## src/rtl/pipe_pkg.sv

```systemverilog
// Shared constants, types and helpers for the pipeline
// handshake/flush controller.
package pipe_pkg;
  localparam int PC_W = 32;
  localparam int NSTG = 5;

  localparam int STG_IF  = 0;
  localparam int STG_ID  = 1;
  localparam int STG_EX  = 2;
  localparam int STG_MEM = 3;
  localparam int STG_WB  = 4;

  typedef enum logic {
    IDLE  = 1'b0,
    REDIR = 1'b1
  } redir_st_e;

  function automatic logic src_hit(
    input logic [4:0] rd,
    input logic [4:0] rj,
    input logic [4:0] rk,
    input logic       use_rj,
    input logic       use_rk
  );
    return (rd != 5'd0) &&
           ((use_rj && (rj == rd)) ||
            (use_rk && (rk == rd)));
  endfunction
endpackage

```

## src/rtl/pipe_ctrl_if.sv

```systemverilog
// Control bundle between the pipeline controller and the
// stage datapaths / fetch unit.
interface pipe_ctrl_if;
  import pipe_pkg::*;

  logic            fs_inst_ok;
  logic            es_busy;
  logic            ms_busy;
  logic [4:0]      ds_rj;
  logic [4:0]      ds_rk;
  logic            ds_use_rj;
  logic            ds_use_rk;
  logic [4:0]      es_rd;
  logic            es_rf_we;
  logic            es_res_from_dram;
  logic            es_res_from_csr;
  logic [4:0]      ms_rd;
  logic            ms_rf_we;
  logic            ms_res_from_csr;
  logic            es_br_taken;
  logic [PC_W-1:0] es_br_target;
  logic            wb_ex;
  logic            wb_ertn;
  logic [PC_W-1:0] ex_entry;
  logic [PC_W-1:0] era;
  logic            redirect_ack;

  logic            ds_reg_en;
  logic            es_reg_en;
  logic            ms_reg_en;
  logic            wb_reg_en;
  logic            fs_valid;
  logic            ds_valid;
  logic            es_valid;
  logic            ms_valid;
  logic            wb_valid;
  logic            pipe_flush;
  logic            redirect_valid;
  logic [PC_W-1:0] redirect_pc;
  logic [31:0]     stall_cnt;

  modport master (
    input  fs_inst_ok, es_busy, ms_busy,
    input  ds_rj, ds_rk, ds_use_rj, ds_use_rk,
    input  es_rd, es_rf_we, es_res_from_dram,
    input  es_res_from_csr,
    input  ms_rd, ms_rf_we, ms_res_from_csr,
    input  es_br_taken, es_br_target,
    input  wb_ex, wb_ertn, ex_entry, era,
    input  redirect_ack,
    output ds_reg_en, es_reg_en, ms_reg_en,
    output wb_reg_en,
    output fs_valid, ds_valid, es_valid,
    output ms_valid, wb_valid,
    output pipe_flush, redirect_valid,
    output redirect_pc, stall_cnt
  );

  modport slave (
    output fs_inst_ok, es_busy, ms_busy,
    output ds_rj, ds_rk, ds_use_rj, ds_use_rk,
    output es_rd, es_rf_we, es_res_from_dram,
    output es_res_from_csr,
    output ms_rd, ms_rf_we, ms_res_from_csr,
    output es_br_taken, es_br_target,
    output wb_ex, wb_ertn, ex_entry, era,
    output redirect_ack,
    input  ds_reg_en, es_reg_en, ms_reg_en,
    input  wb_reg_en,
    input  fs_valid, ds_valid, es_valid,
    input  ms_valid, wb_valid,
    input  pipe_flush, redirect_valid,
    input  redirect_pc, stall_cnt
  );
endinterface

```

## src/rtl/hazard_det.sv

```systemverilog
// ID-stage hazard comparator: stalls only on producers whose
// result cannot yet be forwarded (loads/CSR in EX, CSR in MEM).
module hazard_det
  import pipe_pkg::*;
(
  input  logic [4:0] ds_rj,
  input  logic [4:0] ds_rk,
  input  logic       ds_use_rj,
  input  logic       ds_use_rk,
  input  logic       es_valid,
  input  logic       es_rf_we,
  input  logic       es_res_from_dram,
  input  logic       es_res_from_csr,
  input  logic [4:0] es_rd,
  input  logic       ms_valid,
  input  logic       ms_rf_we,
  input  logic       ms_res_from_csr,
  input  logic [4:0] ms_rd,
  output logic       hazard
);
  logic es_src;
  logic ms_src;

  assign es_src = es_valid & es_rf_we &
                  (es_res_from_dram | es_res_from_csr);
  assign ms_src = ms_valid & ms_rf_we & ms_res_from_csr;

  assign hazard =
    (es_src & src_hit(es_rd, ds_rj, ds_rk,
                      ds_use_rj, ds_use_rk)) |
    (ms_src & src_hit(ms_rd, ds_rj, ds_rk,
                      ds_use_rj, ds_use_rk));
endmodule

```

## src/rtl/pipe_ctrl.sv

```systemverilog
// Five-stage valid/allowin chain, flush control and
// redirect hold FSM.
module pipe_ctrl
  import pipe_pkg::*;
(
  input logic         clk,
  input logic         rst,
  pipe_ctrl_if.master bus
);
  logic [NSTG-1:0]       v_q;
  logic [STG_MEM:STG_IF] rgo;
  logic [STG_WB:STG_ID]  alw;
  logic                  hazard;
  logic                  wb_flush;
  logic                  br_flush;
  logic                  any_flush;
  logic [PC_W-1:0]       wb_tgt;
  logic [PC_W-1:0]       flush_tgt;
  logic [PC_W-1:0]       pc_q;
  logic [PC_W-1:0]       pc_d;
  logic [PC_W-1:0]       rd_pc;
  logic                  rd_vld;
  redir_st_e             st_q;
  redir_st_e             st_d;
  logic [31:0]           stall_q;

  hazard_det u_hz (
    .ds_rj           (bus.ds_rj),
    .ds_rk           (bus.ds_rk),
    .ds_use_rj       (bus.ds_use_rj),
    .ds_use_rk       (bus.ds_use_rk),
    .es_valid        (v_q[STG_EX]),
    .es_rf_we        (bus.es_rf_we),
    .es_res_from_dram(bus.es_res_from_dram),
    .es_res_from_csr (bus.es_res_from_csr),
    .es_rd           (bus.es_rd),
    .ms_valid        (v_q[STG_MEM]),
    .ms_rf_we        (bus.ms_rf_we),
    .ms_res_from_csr (bus.ms_res_from_csr),
    .ms_rd           (bus.ms_rd),
    .hazard          (hazard)
  );

  always_comb begin
    rgo          = '0;
    alw          = '0;
    rgo[STG_IF]  = v_q[STG_IF] & bus.fs_inst_ok;
    rgo[STG_ID]  = v_q[STG_ID] & ~hazard;
    rgo[STG_EX]  = v_q[STG_EX] & ~bus.es_busy;
    rgo[STG_MEM] = v_q[STG_MEM] & ~bus.ms_busy;
    alw[STG_WB]  = 1'b1;
    alw[STG_MEM] = ~v_q[STG_MEM] |
                   (rgo[STG_MEM] & alw[STG_WB]);
    alw[STG_EX]  = ~v_q[STG_EX] |
                   (rgo[STG_EX] & alw[STG_MEM]);
    alw[STG_ID]  = ~v_q[STG_ID] |
                   (rgo[STG_ID] & alw[STG_EX]);
  end

  // ertn wins over an exception; WB beats an EX branch
  assign wb_flush  = v_q[STG_WB] & (bus.wb_ex | bus.wb_ertn);
  assign br_flush  = rgo[STG_EX] & bus.es_br_taken & ~wb_flush;
  assign any_flush = wb_flush | br_flush;
  assign wb_tgt    = bus.wb_ertn ? bus.era : bus.ex_entry;
  assign flush_tgt = wb_flush ? wb_tgt : bus.es_br_target;

  always_comb begin
    st_d   = st_q;
    pc_d   = pc_q;
    rd_vld = 1'b0;
    rd_pc  = pc_q;
    unique case (st_q)
      IDLE: begin
        if (any_flush) begin
          rd_vld = 1'b1;
          rd_pc  = flush_tgt;
          if (!bus.redirect_ack) begin
            st_d = REDIR;
            pc_d = flush_tgt;
          end
        end
      end
      REDIR: begin
        rd_vld = 1'b1;
        if (wb_flush) begin
          pc_d  = wb_tgt;
          rd_pc = wb_tgt;
        end
        if (bus.redirect_ack) st_d = IDLE;
      end
      default: st_d = IDLE;
    endcase
  end

  always_ff @(posedge clk) begin
    if (rst) begin
      v_q     <= '0;
      st_q    <= IDLE;
      pc_q    <= '0;
      stall_q <= '0;
    end else begin
      st_q <= st_d;
      pc_q <= pc_d;
      v_q[STG_IF] <= ~any_flush & (st_q == IDLE);
      if (any_flush)        v_q[STG_ID] <= 1'b0;
      else if (alw[STG_ID]) v_q[STG_ID] <= rgo[STG_IF];
      if (wb_flush)         v_q[STG_EX] <= 1'b0;
      else if (alw[STG_EX]) v_q[STG_EX] <= rgo[STG_ID];
      if (wb_flush)          v_q[STG_MEM] <= 1'b0;
      else if (alw[STG_MEM]) v_q[STG_MEM] <= rgo[STG_EX];
      if (wb_flush)         v_q[STG_WB] <= 1'b0;
      else if (alw[STG_WB]) v_q[STG_WB] <= rgo[STG_MEM];
      if (v_q[STG_ID] & hazard) stall_q <= stall_q + 32'd1;
    end
  end

  assign bus.ds_reg_en      = rgo[STG_IF] & alw[STG_ID];
  assign bus.es_reg_en      = rgo[STG_ID] & alw[STG_EX];
  assign bus.ms_reg_en      = rgo[STG_EX] & alw[STG_MEM];
  assign bus.wb_reg_en      = rgo[STG_MEM] & alw[STG_WB];
  assign bus.fs_valid       = v_q[STG_IF];
  assign bus.ds_valid       = v_q[STG_ID];
  assign bus.es_valid       = v_q[STG_EX];
  assign bus.ms_valid       = v_q[STG_MEM];
  assign bus.wb_valid       = v_q[STG_WB];
  assign bus.pipe_flush     = wb_flush;
  assign bus.redirect_valid = rd_vld;
  assign bus.redirect_pc    = rd_pc;
  assign bus.stall_cnt      = stall_q;
endmodule

```

## src/flat_wrapper.sv

```systemverilog
// flat-port wrapper written by rule: the top's interface ports become plain ports
module pipe_ctrl_flat import pipe_pkg::*;
  (clk, rst, bus_fs_inst_ok, bus_es_busy, bus_ms_busy, bus_ds_rj, bus_ds_rk, bus_ds_use_rj, bus_ds_use_rk, bus_es_rd, bus_es_rf_we, bus_es_res_from_dram, bus_es_res_from_csr, bus_ms_rd, bus_ms_rf_we, bus_ms_res_from_csr, bus_es_br_taken, bus_es_br_target, bus_wb_ex, bus_wb_ertn, bus_ex_entry, bus_era, bus_redirect_ack, bus_ds_reg_en, bus_es_reg_en, bus_ms_reg_en, bus_wb_reg_en, bus_fs_valid, bus_ds_valid, bus_es_valid, bus_ms_valid, bus_wb_valid, bus_pipe_flush, bus_redirect_valid, bus_redirect_pc, bus_stall_cnt);
  pipe_ctrl_if bus_i ();
  input logic clk;
  input logic rst;
  input wire logic [$bits(bus_i.fs_inst_ok)-1:0] bus_fs_inst_ok;
  input wire logic [$bits(bus_i.es_busy)-1:0] bus_es_busy;
  input wire logic [$bits(bus_i.ms_busy)-1:0] bus_ms_busy;
  input wire logic [$bits(bus_i.ds_rj)-1:0] bus_ds_rj;
  input wire logic [$bits(bus_i.ds_rk)-1:0] bus_ds_rk;
  input wire logic [$bits(bus_i.ds_use_rj)-1:0] bus_ds_use_rj;
  input wire logic [$bits(bus_i.ds_use_rk)-1:0] bus_ds_use_rk;
  input wire logic [$bits(bus_i.es_rd)-1:0] bus_es_rd;
  input wire logic [$bits(bus_i.es_rf_we)-1:0] bus_es_rf_we;
  input wire logic [$bits(bus_i.es_res_from_dram)-1:0] bus_es_res_from_dram;
  input wire logic [$bits(bus_i.es_res_from_csr)-1:0] bus_es_res_from_csr;
  input wire logic [$bits(bus_i.ms_rd)-1:0] bus_ms_rd;
  input wire logic [$bits(bus_i.ms_rf_we)-1:0] bus_ms_rf_we;
  input wire logic [$bits(bus_i.ms_res_from_csr)-1:0] bus_ms_res_from_csr;
  input wire logic [$bits(bus_i.es_br_taken)-1:0] bus_es_br_taken;
  input wire logic [$bits(bus_i.es_br_target)-1:0] bus_es_br_target;
  input wire logic [$bits(bus_i.wb_ex)-1:0] bus_wb_ex;
  input wire logic [$bits(bus_i.wb_ertn)-1:0] bus_wb_ertn;
  input wire logic [$bits(bus_i.ex_entry)-1:0] bus_ex_entry;
  input wire logic [$bits(bus_i.era)-1:0] bus_era;
  input wire logic [$bits(bus_i.redirect_ack)-1:0] bus_redirect_ack;
  output wire logic [$bits(bus_i.ds_reg_en)-1:0] bus_ds_reg_en;
  output wire logic [$bits(bus_i.es_reg_en)-1:0] bus_es_reg_en;
  output wire logic [$bits(bus_i.ms_reg_en)-1:0] bus_ms_reg_en;
  output wire logic [$bits(bus_i.wb_reg_en)-1:0] bus_wb_reg_en;
  output wire logic [$bits(bus_i.fs_valid)-1:0] bus_fs_valid;
  output wire logic [$bits(bus_i.ds_valid)-1:0] bus_ds_valid;
  output wire logic [$bits(bus_i.es_valid)-1:0] bus_es_valid;
  output wire logic [$bits(bus_i.ms_valid)-1:0] bus_ms_valid;
  output wire logic [$bits(bus_i.wb_valid)-1:0] bus_wb_valid;
  output wire logic [$bits(bus_i.pipe_flush)-1:0] bus_pipe_flush;
  output wire logic [$bits(bus_i.redirect_valid)-1:0] bus_redirect_valid;
  output wire logic [$bits(bus_i.redirect_pc)-1:0] bus_redirect_pc;
  output wire logic [$bits(bus_i.stall_cnt)-1:0] bus_stall_cnt;
  assign bus_i.fs_inst_ok = bus_fs_inst_ok;
  assign bus_i.es_busy = bus_es_busy;
  assign bus_i.ms_busy = bus_ms_busy;
  assign bus_i.ds_rj = bus_ds_rj;
  assign bus_i.ds_rk = bus_ds_rk;
  assign bus_i.ds_use_rj = bus_ds_use_rj;
  assign bus_i.ds_use_rk = bus_ds_use_rk;
  assign bus_i.es_rd = bus_es_rd;
  assign bus_i.es_rf_we = bus_es_rf_we;
  assign bus_i.es_res_from_dram = bus_es_res_from_dram;
  assign bus_i.es_res_from_csr = bus_es_res_from_csr;
  assign bus_i.ms_rd = bus_ms_rd;
  assign bus_i.ms_rf_we = bus_ms_rf_we;
  assign bus_i.ms_res_from_csr = bus_ms_res_from_csr;
  assign bus_i.es_br_taken = bus_es_br_taken;
  assign bus_i.es_br_target = bus_es_br_target;
  assign bus_i.wb_ex = bus_wb_ex;
  assign bus_i.wb_ertn = bus_wb_ertn;
  assign bus_i.ex_entry = bus_ex_entry;
  assign bus_i.era = bus_era;
  assign bus_i.redirect_ack = bus_redirect_ack;
  assign bus_ds_reg_en = bus_i.ds_reg_en;
  assign bus_es_reg_en = bus_i.es_reg_en;
  assign bus_ms_reg_en = bus_i.ms_reg_en;
  assign bus_wb_reg_en = bus_i.wb_reg_en;
  assign bus_fs_valid = bus_i.fs_valid;
  assign bus_ds_valid = bus_i.ds_valid;
  assign bus_es_valid = bus_i.es_valid;
  assign bus_ms_valid = bus_i.ms_valid;
  assign bus_wb_valid = bus_i.wb_valid;
  assign bus_pipe_flush = bus_i.pipe_flush;
  assign bus_redirect_valid = bus_i.redirect_valid;
  assign bus_redirect_pc = bus_i.redirect_pc;
  assign bus_stall_cnt = bus_i.stall_cnt;
  pipe_ctrl u_core (.clk(clk), .rst(rst), .bus(bus_i));
endmodule
```

## config.mk

```make
export PLATFORM = sky130hd
export DESIGN_NAME = pipe_ctrl_flat
export DESIGN_NICKNAME = d
export VERILOG_FILES = /design/src/rtl/pipe_pkg.sv /design/src/rtl/pipe_ctrl_if.sv /design/src/rtl/hazard_det.sv /design/src/rtl/pipe_ctrl.sv /design/src/flat_wrapper.sv
export SDC_FILE = /design/constraint.sdc
export NUM_CORES = 1
export LEC_CHECK = 0
export BUFFER_PORTS_ARGS = -buffer_cell sky130_fd_sc_hd__buf_2
export CORE_AREA = 4 4 105 107
export CTS_CLUSTER_SIZE = 8
export DETAILED_ROUTE_END_ITERATION = 8
export DIE_AREA = 0 0 109 111
export PLACE_DENSITY = 0.79
export SLEW_MARGIN = 20
export SYNTH_ARGS = -nofsm -noshare
export SYNTH_HDL_FRONTEND = slang
export SYNTH_SLANG_ARGS = --single-unit
```

## constraint.sdc

```tcl
create_clock -name clk -period 2.8 [get_ports clk]
set_input_delay 0.14 -clock clk [delete_from_list [all_inputs] [get_ports clk]]
set_output_delay 0.14 -clock clk [all_outputs]
set_load 0.01 [all_outputs]
```

==> metrics.txt, run 1 <==
# TYPE chip_impl_metric gauge
chip_impl_metric{name="report.final.setup_viol",unit=""} 0
chip_impl_metric{name="cts.path.max_buffers",unit=""} 2
chip_impl_metric{name="gr-usage-all-layers",unit="%"} 22.11
chip_impl_info{name="run_status",value="finished clean"} 1
chip_impl_metric{name="avgRoutedWirePerCell",unit="µm"} 15.04
chip_impl_metric{name="clock_latency",unit="ns"} 0.34
chip_impl_metric{name="synthDistinctLibCells",unit=""} 47
chip_impl_metric{name="num_antenna_cells",unit=""} 0
chip_impl_info{name="rsz0062_at_grt",value="false"} 1
chip_impl_info{name="most-common-layout-cells",value="buf_2 (206), nand2_1 (80), dfxtp_1 (70), a211oi_1 (59), nor2_1 (37)"} 1
chip_impl_metric{name="syn2layout_area_growth",unit="%"} 31.57
chip_impl_metric{name="row_count",unit=""} 37
chip_impl_metric{name="async_flop_share",unit="%"} 0
chip_impl_metric{name="timing.max_slew.rel_slack",unit="%"} 56.38
chip_impl_metric{name="netlist_instances",unit=""} 592
chip_impl_metric{name="synth_area",unit="µm²"} 4430
chip_impl_metric{name="timing_max_transition_violations_final",unit=""} 0
chip_impl_metric{name="die_w",unit="µm"} 109
chip_impl_metric{name="final.setup.tns",unit="ns"} 0
chip_impl_metric{name="post-route-min-period",unit="ns"} 2.392
chip_impl_metric{name="yosys.area_share.simple",unit="%"} 27.39
chip_impl_metric{name="synth-seq-cells",unit=""} 70
chip_impl_metric{name="antenna_found_initial",unit=""} 0
chip_impl_info{name="worstHoldStart",value="bus_fs_inst_ok"} 1
chip_impl_metric{name="timing.final.crit_share",unit="%"} 85.43
chip_impl_metric{name="drt-total-wl",unit="µm"} 13740
chip_impl_metric{name="cellInternalPower",unit="W"} 0.001704
chip_impl_metric{name="tritoncts.num_buffers",unit=""} 9
chip_impl_metric{name="final_layout_size_suffix_gt1_share",unit="%"} 31.88
chip_impl_metric{name="yosysWarnings",unit=""} 0
chip_impl_metric{name="core_footprint",unit="µm²"} 10140
chip_impl_metric{name="gr-total-overflow",unit=""} 0
chip_impl_metric{name="synth_adder_area_share",unit="%"} 0.2824
chip_impl_metric{name="io_pins",unit=""} 207
chip_impl_metric{name="timing.clock.skew",unit="ns"} 0.008826
chip_impl_info{name="hold_class",value="in2reg"} 1
chip_impl_metric{name="power.switching",unit="W"} 0.0005722
chip_impl_metric{name="global_route_wire_length_before_repair",unit="µm"} 22400
chip_impl_metric{name="powerDensity",unit="nW/µm²"} 390.4
chip_impl_metric{name="numPortBuffers",unit=""} 206
chip_impl_metric{name="pwr-share-clk",unit="%"} 40.3
chip_impl_metric{name="grt_start_max_net_pins",unit=""} 62
chip_impl_metric{name="cts_max_level",unit=""} 3
chip_impl_metric{name="layout.filler_cells",unit=""} 946
chip_impl_metric{name="p_comb_share",unit="%"} 14.8
chip_impl_metric{name="synthXorXnorAreaFrac",unit="%"} 4.151
chip_impl_metric{name="finalInstanceArea",unit="µm²"} 5829
chip_impl_metric{name="first_pass_drt_iterations",unit=""} 7
chip_impl_metric{name="cells_on_worst_reg2reg_path",unit=""} 6
chip_impl_info{name="synth_area_leaders",value="dfxtp_1 (32%), a211oi_1 (10%), nand2_1 (6.8%)"} 1
chip_impl_metric{name="design.die.area",unit="µm²"} 12100
chip_impl_metric{name="power_switching_share",unit="%"} 25.14
chip_impl_metric{name="synth_seq_area_share",unit="%"} 31.63
chip_impl_info{name="worstSetupEndpointType",value="primary output"} 1
chip_impl_metric{name="placed_cell_areas",unit="µm²"} 5580
chip_impl_metric{name="clkSlewWorstSetupHoldPaths",unit="ns"} 0.07
chip_impl_metric{name="top_area_cell_type_share_of_the_netlist_area",unit="%"} 31.63
chip_impl_metric{name="p_seq_share",unit="%"} 45.0
chip_impl_info{name="layout.cells.most_common",value="buf_2"} 1
chip_impl_metric{name="leakagePower",unit="nW"} 2.318
chip_impl_metric{name="synth.area.mux_share",unit="%"} 1.158
chip_impl_info{name="r2r_end",value="u_core.bus.stall_cnt[31]$_SDFFE_PP0P_"} 1
chip_impl_metric{name="overall_power_consumption",unit="W"} 0.002276
chip_impl_metric{name="postSynthNetCount",unit=""} 725
chip_impl_metric{name="max-vdd-ir-drop",unit="mV"} 0.2598
chip_impl_metric{name="routed-via-count",unit=""} 5092
chip_impl_info{name="postSynth.topFlopCell",value="dfxtp_1"} 1
chip_impl_metric{name="cts_sinks",unit=""} 70
chip_impl_metric{name="start_util",unit="%"} 43.70
chip_impl_metric{name="first_global_vias",unit=""} 4891
chip_impl_metric{name="final_core_util",unit="%"} 57.50
chip_impl_metric{name="residual_drc",unit=""} 0
chip_impl_metric{name="gp_congestion",unit=""} 0.9005
chip_impl_metric{name="drv_cap",unit=""} 0
chip_impl_info{name="synth_area_leader_cell",value="dfxtp_1"} 1
chip_impl_metric{name="worstPathArrival",unit="ns"} 2.25
chip_impl_metric{name="dr.first_iter.drc_count",unit=""} 331
chip_impl_metric{name="synth_area_per_cell",unit="µm²"} 7.484
chip_impl_metric{name="dp_hpwl",unit="µm"} 10600
chip_impl_info{name="start_kind",value="register"} 1
chip_impl_metric{name="number_of_synthesized_flops_with_an_enable_pin",unit=""} 0
chip_impl_metric{name="fmaxAchievable",unit="GHz"} 0.4180
chip_impl_metric{name="final_net_count",unit=""} 906
chip_impl_metric{name="hold_viol_final",unit=""} 0
chip_impl_info{name="cts_tree",value="done"} 1
chip_impl_metric{name="fp.dieH",unit="µm"} 111
chip_impl_info{name="main_combinational_cell_family_by_area_after_synthesis",value="compound AO/OA/AOI/OAI gates"} 1
chip_impl_info{name="criticalPathCategory",value="reg2out"} 1
chip_impl_info{name="hold_path_end",value="u_core.v_q[1]$_SDFFE_PP0P_"} 1
chip_impl_metric{name="timing.critical_path.fanout_max",unit=""} 15
chip_impl_info{name="clk_root_buffer_cell",value="clkbuf_8"} 1
chip_impl_metric{name="ratio_of_routed_vias_to_standard_cells",unit=""} 5.571
chip_impl_metric{name="cp_data_required_time",unit="ns"} 2.66
chip_impl_metric{name="synth_compound_area_share",unit="%"} 30.73
chip_impl_metric{name="worst_pin_slew",unit="ns"} 0.6543
chip_impl_metric{name="detail_route_antenna_nets",unit=""} 0
chip_impl_metric{name="timing.reg2reg.setup_slack",unit="ns"} 0.45
chip_impl_info{name="r2r-start",value="u_core.bus.stall_cnt[9]$_SDFFE_PP0P_"} 1
chip_impl_metric{name="min_delay_path_depth",unit=""} 3
==> metrics by stage <==
stage / setup WS (ns) / hold WS, ns / instances
3_3_place_gp: 0.4968 / 0.3371 / 896
3_5_place_dp: 0.3971 / 0.3523 / 896
2_1_floorplan: 0.6033 / 0.2161 / 592
5_1_grt: 0.1541 / 0.08440 / 914
4_1_cts: 0.1939 / 0.06783 / 913
6_report: 0.4079 / 0.07698 / 914
==> worst max-delay path, stage by stage (launching register included) <==
cell and delay, ns:
dfxtp_1 0.41, nand3b_1 0.36, nor2_4 0.45, buf_4 0.25
nand2_1 0.07, a31oi_1 0.19, buf_2 0.17
==> synthesized netlist by cell type, drive strengths merged, types with 10 or more instances <==
| cell type | instances |
|---|---|
| clkbuf | 46 |
| nor2b | 33 |
| nor2 | 38 |
| nand4 | 10 |
| o31ai | 14 |
| o21ai | 21 |
| o21bai | 29 |
| a31oi | 29 |
| dfxtp | 70 |
| a21oi | 36 |
| xnor2 | 20 |
| a211oi | 59 |
| or4 | 16 |
| or3 | 15 |
| nand3 | 16 |
| nand2 | 80 |
==> registers in the layout (all words and copies together) (netlist names) <==
| signal | flops |
|---|---|
| u_core.st_q | 1 |
| u_core.bus.stall_cnt | 32 |
| u_core.pc_q | 32 |
| u_core.v_q | 5 |
==> worst max-delay path by stage <==
stage / depth (start not counted) / start / slack, ns / end
2_1_floorplan: 6 / u_core.bus.stall_cnt[9]$_SDFFE_PP0P_ / 0.60 / u_core.bus.stall_cnt[31]$_SDFFE_PP0P_
3_3_place_gp: 8 / bus_es_rd[3] / 0.50 / u_core.bus.stall_cnt[12]$_SDFFE_PP0P_
3_5_place_dp: 8 / bus_es_rd[3] / 0.40 / u_core.bus.stall_cnt[15]$_SDFFE_PP0P_
4_1_cts: 6 / u_core.v_q[2]$_SDFFE_PP0P_ / 0.19 / bus_redirect_pc[7]
5_1_grt: 6 / u_core.v_q[2]$_SDFFE_PP0P_ / 0.15 / bus_redirect_pc[0]
6_report: 6 / u_core.v_q[2]$_SDFFE_PP0P_ / 0.41 / bus_redirect_pc[5]
==> what timing repair did <==
item / in CTS / in global routing
hold buffers: 1 / 0
endpoints found under the hold margin: 1 / 0
buffers inserted: 0 / 0
endpoints found under the setup margin: 0 / 1
gates resized for setup: 0 / 1
==> power groups by stage <==
stage	registers, W	logic (W)	clock network [W]
detailed placement	0.00105	0.000335	0
floorplan	0.00104	0.000168	0
CTS	0.00102	0.000337	0.000935
finish	0.00102	0.000336	0.000917
global route	0.00103	0.000372	0.000978
global placement	0.00104	0.000326	0
==> metal layers <==
metal / global-route usage, % / part of all wire (%)
met2: 39.19 / 48
met4: 6.481 / 1.5
met5: 0 / 0
met1: 27.13 / 44
met3: 3.378 / 6.8
==> kinds of logic (layout without fill, tap and decap cells) <==
logic type | after synthesis | after routing
xor+xnor | 21 | 21
simple gates | 237 | 237
buf+inv | 54 | 240
compound gates | 204 | 204
flops | 70 | 70
mux | 5 | 5
fa+ha+maj | 1 | 1
==> area by class of cell <==
type | instances | area [µm²] | area share [%]
inverter | 4 | 15.01 | 0.2576
tap | 136 | 170.2 | 2.919
clock buffer | 11 | 141.4 | 2.425
clock inverter | 5 | 81.33 | 1.395
timing repair buffer | 220 | 1167 | 20.03
sequential | 70 | 1401 | 24.04
multi-input combinational | 468 | 2853 | 48.94
Power figures use the tool's default switching activity.
==> run 2, diff against run 1 <==
ABC_AREA = 1   (was not set)
CORE_AREA = 4 4 119 121   (was 4 4 105 107)
DIE_AREA = 0 0 123 125   (was 0 0 109 111)
PLACE_DENSITY = 0.76   (was 0.79)
clock period = 2.4 ns   (was 2.8 ns; I/O delays follow)
==> metrics.txt, run 2 <==
# TYPE chip_impl_metric gauge
chip_impl_info{name="run_status",value="finished clean"} 1
chip_impl_info{name="criticalPathCategory",value="reg2out"} 1
chip_impl_metric{name="synthDistinctLibCells",unit=""} 34
chip_impl_metric{name="worstPathArrival",unit="ns"} 2.10
chip_impl_metric{name="final.setup.tns",unit="ns"} 0
chip_impl_metric{name="report.final.setup_viol",unit=""} 0
chip_impl_metric{name="ratio_of_routed_vias_to_standard_cells",unit=""} 4.916
chip_impl_metric{name="timing.critical_path.fanout_max",unit=""} 36
chip_impl_metric{name="cts-hold-fix-buffers",unit=""} 1
chip_impl_metric{name="max-vdd-ir-drop",unit="mV"} 0.3150
chip_impl_info{name="synth_area_leaders",value="nand2_1 (26%), dfxtp_1 (24%), inv_1 (9.3%)"} 1
chip_impl_metric{name="syn2layout_area_growth",unit="%"} 22.56
chip_impl_metric{name="fp.dieH",unit="µm"} 125
chip_impl_metric{name="top_area_cell_type_share_of_the_netlist_area",unit="%"} 25.60
chip_impl_metric{name="drt-total-wl",unit="µm"} 17810
chip_impl_info{name="synth.cells.most_frequent",value="nand2_1 (398), inv_1 (145), a21oi_1 (96)"} 1
chip_impl_metric{name="clkSlewWorstSetupHoldPaths",unit="ns"} 0.05
chip_impl_metric{name="numPortBuffers",unit=""} 206
chip_impl_metric{name="drv_cap",unit=""} 0
chip_impl_metric{name="timing_max_transition_violations_final",unit=""} 0
chip_impl_metric{name="number_of_synthesized_flops_with_an_enable_pin",unit=""} 0
chip_impl_metric{name="yosysWarnings",unit=""} 0
chip_impl_metric{name="clock_latency",unit="ns"} 0.34
chip_impl_metric{name="dr.first_iter.drc_count",unit=""} 547
chip_impl_metric{name="timing.final.crit_share",unit="%"} 92.31
chip_impl_metric{name="cts_max_level",unit=""} 3
chip_impl_metric{name="dp_hpwl",unit="µm"} 13110
chip_impl_metric{name="layout.filler_cells",unit=""} 1393
chip_impl_info{name="yosys.cell_count.top_type",value="nand2_1"} 1
chip_impl_info{name="layout.cells.most_common",value="nand2_1"} 1
chip_impl_metric{name="grt_start_max_net_pins",unit=""} 65
chip_impl_info{name="most-common-layout-cells",value="nand2_1 (398), buf_2 (206), inv_1 (145), a21oi_1 (96), nor2_1 (90)"} 1
chip_impl_info{name="start_kind",value="register"} 1
chip_impl_info{name="worstSetupEndpointType",value="primary output"} 1
chip_impl_metric{name="antenna_found_initial",unit=""} 0
chip_impl_metric{name="routed-via-count",unit=""} 6966
chip_impl_info{name="hold_class",value="in2reg"} 1
chip_impl_metric{name="gr-usage-all-layers",unit="%"} 22.71
chip_impl_metric{name="synth_seq_area_share",unit="%"} 24.01
chip_impl_metric{name="tritoncts.num_buffers",unit=""} 9
chip_impl_metric{name="gr-total-overflow",unit=""} 0
chip_impl_metric{name="finalNonFillerCells",unit=""} 1417
chip_impl_info{name="clk_root_buffer_cell",value="clkbuf_16"} 1
chip_impl_metric{name="num_antenna_cells",unit=""} 0
chip_impl_metric{name="io_pins",unit=""} 207
chip_impl_metric{name="netlist_instances",unit=""} 1061
chip_impl_metric{name="core_footprint",unit="µm²"} 13090
chip_impl_metric{name="leakagePower",unit="nW"} 3.962
chip_impl_metric{name="fmaxAchievable",unit="GHz"} 0.4514
chip_impl_metric{name="cts_post_setup_buffers_inserted",unit=""} 0
chip_impl_metric{name="post-route-min-period",unit="ns"} 2.215
chip_impl_metric{name="cp_data_required_time",unit="ns"} 2.28
chip_impl_metric{name="row_count",unit=""} 42
chip_impl_metric{name="hold_viol_final",unit=""} 0
chip_impl_metric{name="async_flop_share",unit="%"} 0
chip_impl_metric{name="gp_congestion",unit=""} 0.8828
chip_impl_metric{name="start_util",unit="%"} 44.60
chip_impl_metric{name="die_w",unit="µm"} 123
chip_impl_metric{name="first_global_vias",unit=""} 6209
chip_impl_metric{name="synth_area_per_cell",unit="µm²"} 5.500
chip_impl_info{name="synth_area_leader_cell",value="nand2_1"} 1
chip_impl_metric{name="residual_drc",unit=""} 0
chip_impl_metric{name="post_cts_resized",unit=""} 0
chip_impl_metric{name="detail_route_antenna_nets",unit=""} 0
chip_impl_metric{name="first_pass_drt_iterations",unit=""} 5
chip_impl_metric{name="design.die.area",unit="µm²"} 15380
chip_impl_metric{name="timing.clock.skew",unit="ns"} 0.004933
chip_impl_metric{name="synth_area",unit="µm²"} 5836
chip_impl_metric{name="avgRoutedWirePerCell",unit="µm"} 12.57
chip_impl_info{name="cts_tree",value="done"} 1
chip_impl_metric{name="final_layout_size_suffix_gt1_share",unit="%"} 20.31
chip_impl_metric{name="powerDensity",unit="nW/µm²"} 408.7
chip_impl_info{name="postSynth.topFlopCell",value="dfxtp_1"} 1
chip_impl_metric{name="postSynthNetCount",unit=""} 1194
chip_impl_info{name="rsz0062_at_grt",value="false"} 1
chip_impl_metric{name="final_net_count",unit=""} 1370
chip_impl_metric{name="synth-seq-cells",unit=""} 70
chip_impl_metric{name="cts_sinks",unit=""} 70
chip_impl_metric{name="timing.max_slew.rel_slack",unit="%"} 58.03
chip_impl_metric{name="global_route_wire_length_before_repair",unit="µm"} 28770
chip_impl_metric{name="placed_cells_incl_taps",unit=""} 1401
chip_impl_metric{name="cts.path.max_buffers",unit=""} 2
chip_impl_metric{name="worst_pin_slew",unit="ns"} 0.6273
==> run 2: cell count changes in the layout (fill, tap and decap cells not counted), sizes merged, moves of 29 or more <==
cell,before,now
nor2,38,97
a211oi,59,0
nand2,80,405
o21ai,21,97
inv,5,148
a21oi,36,96
a31oi,29,0
nor2b,33,0
==> run 2: report_power, final <==
| group | leakage [nW] | total [W] | switching [W] | internal (W) |
|---|---|---|---|---|
| registers | 0.565 | 0.00119 | 0.00000779 | 0.00118 |
| logic | 3.26 | 0.000491 | 0.000284 | 0.000206 |
| clock network | 0.133 | 0.00124 | 0.000495 | 0.000750 |
| total | 3.96 | 0.00292 | 0.000787 | 0.00214 |
==> run 2: path summary, 6_finish.rpt <==
path	start	end	slack, ns	cells past startpoint
max reg2reg	u_core.bus.stall_cnt[0]$_SDFFE_PP0P_	u_core.bus.stall_cnt[10]$_SDFFE_PP0P_	0.58	8
min	bus_fs_inst_ok	u_core.v_q[1]$_SDFFE_PP0P_	0.03	3
max	u_core.v_q[4]$_SDFF_PP0_	bus_redirect_pc[19]	0.18	8
min reg2reg	u_core.v_q[0]$_SDFF_PP0_	u_core.v_q[1]$_SDFFE_PP0P_	0.48	2
==> run 2: layout make-up <==
class,instances,area (µm²),area share [%]
Tap cell,176,220.2,3.079
Inverter,149,564.3,7.890
Multi-Input combinational cell,789,3561,49.79
Clock inverter,1,5.005,0.06998
Sequential cell,70,1401,19.59
Clock buffer,14,264.0,3.691
Timing Repair Buffer,218,1136,15.89
==> run 2: critical path: stages, from the launching register on <==
cell and delay [ns]:
dfxtp_1 0.37, o21ai_4 0.14, inv_4 0.27, buf_12 0.24
nand2_1 0.10, a21oi_1 0.14, inv_1 0.07, a32oi_1 0.23
buf_2 0.18
==> run 2: layer usage <==
layer  routed length [µm]  vias up  GRT usage (%)
li1                     -     3649              -
met1                 7595     3032          27.94
met2                 8363      253          38.08
met3                 1414       32          4.833
met4                  439        0          9.642
met5                    0        -              0
==> run 2: cells by family after synthesis <==
family,Yosys count,synth area share (%)
DFF,70,24.01
muxes,2,0.3859
AOI/OAI and AO/OA,198,17.32
buffers and inverters,202,15.09
xor gates and xnor gates,20,3.002
adders and majority gates,1,0.2144
and+or+nand+nor,568,39.97
==> run 2: stage by stage <==
step | power [W] | area (µm²) | util, % | hold slack, ns | worst slack, ns
detailed placement | 0.001703 | 6873 | 52.52 | 0.3525 | 0.5520
global route | 0.003066 | 7152 | 54.66 | 0.05567 | 0.02569
global placement | 0.001698 | 6873 | 52.52 | 0.3407 | 0.5937
floorplan | 0.001500 | 5836 | - | 0.1968 | 0.8080
finish | 0.002923 | 7152 | 54.66 | 0.03074 | 0.1846
CTS | 0.002962 | 7152 | 54.66 | 0.01496 | 0.1830
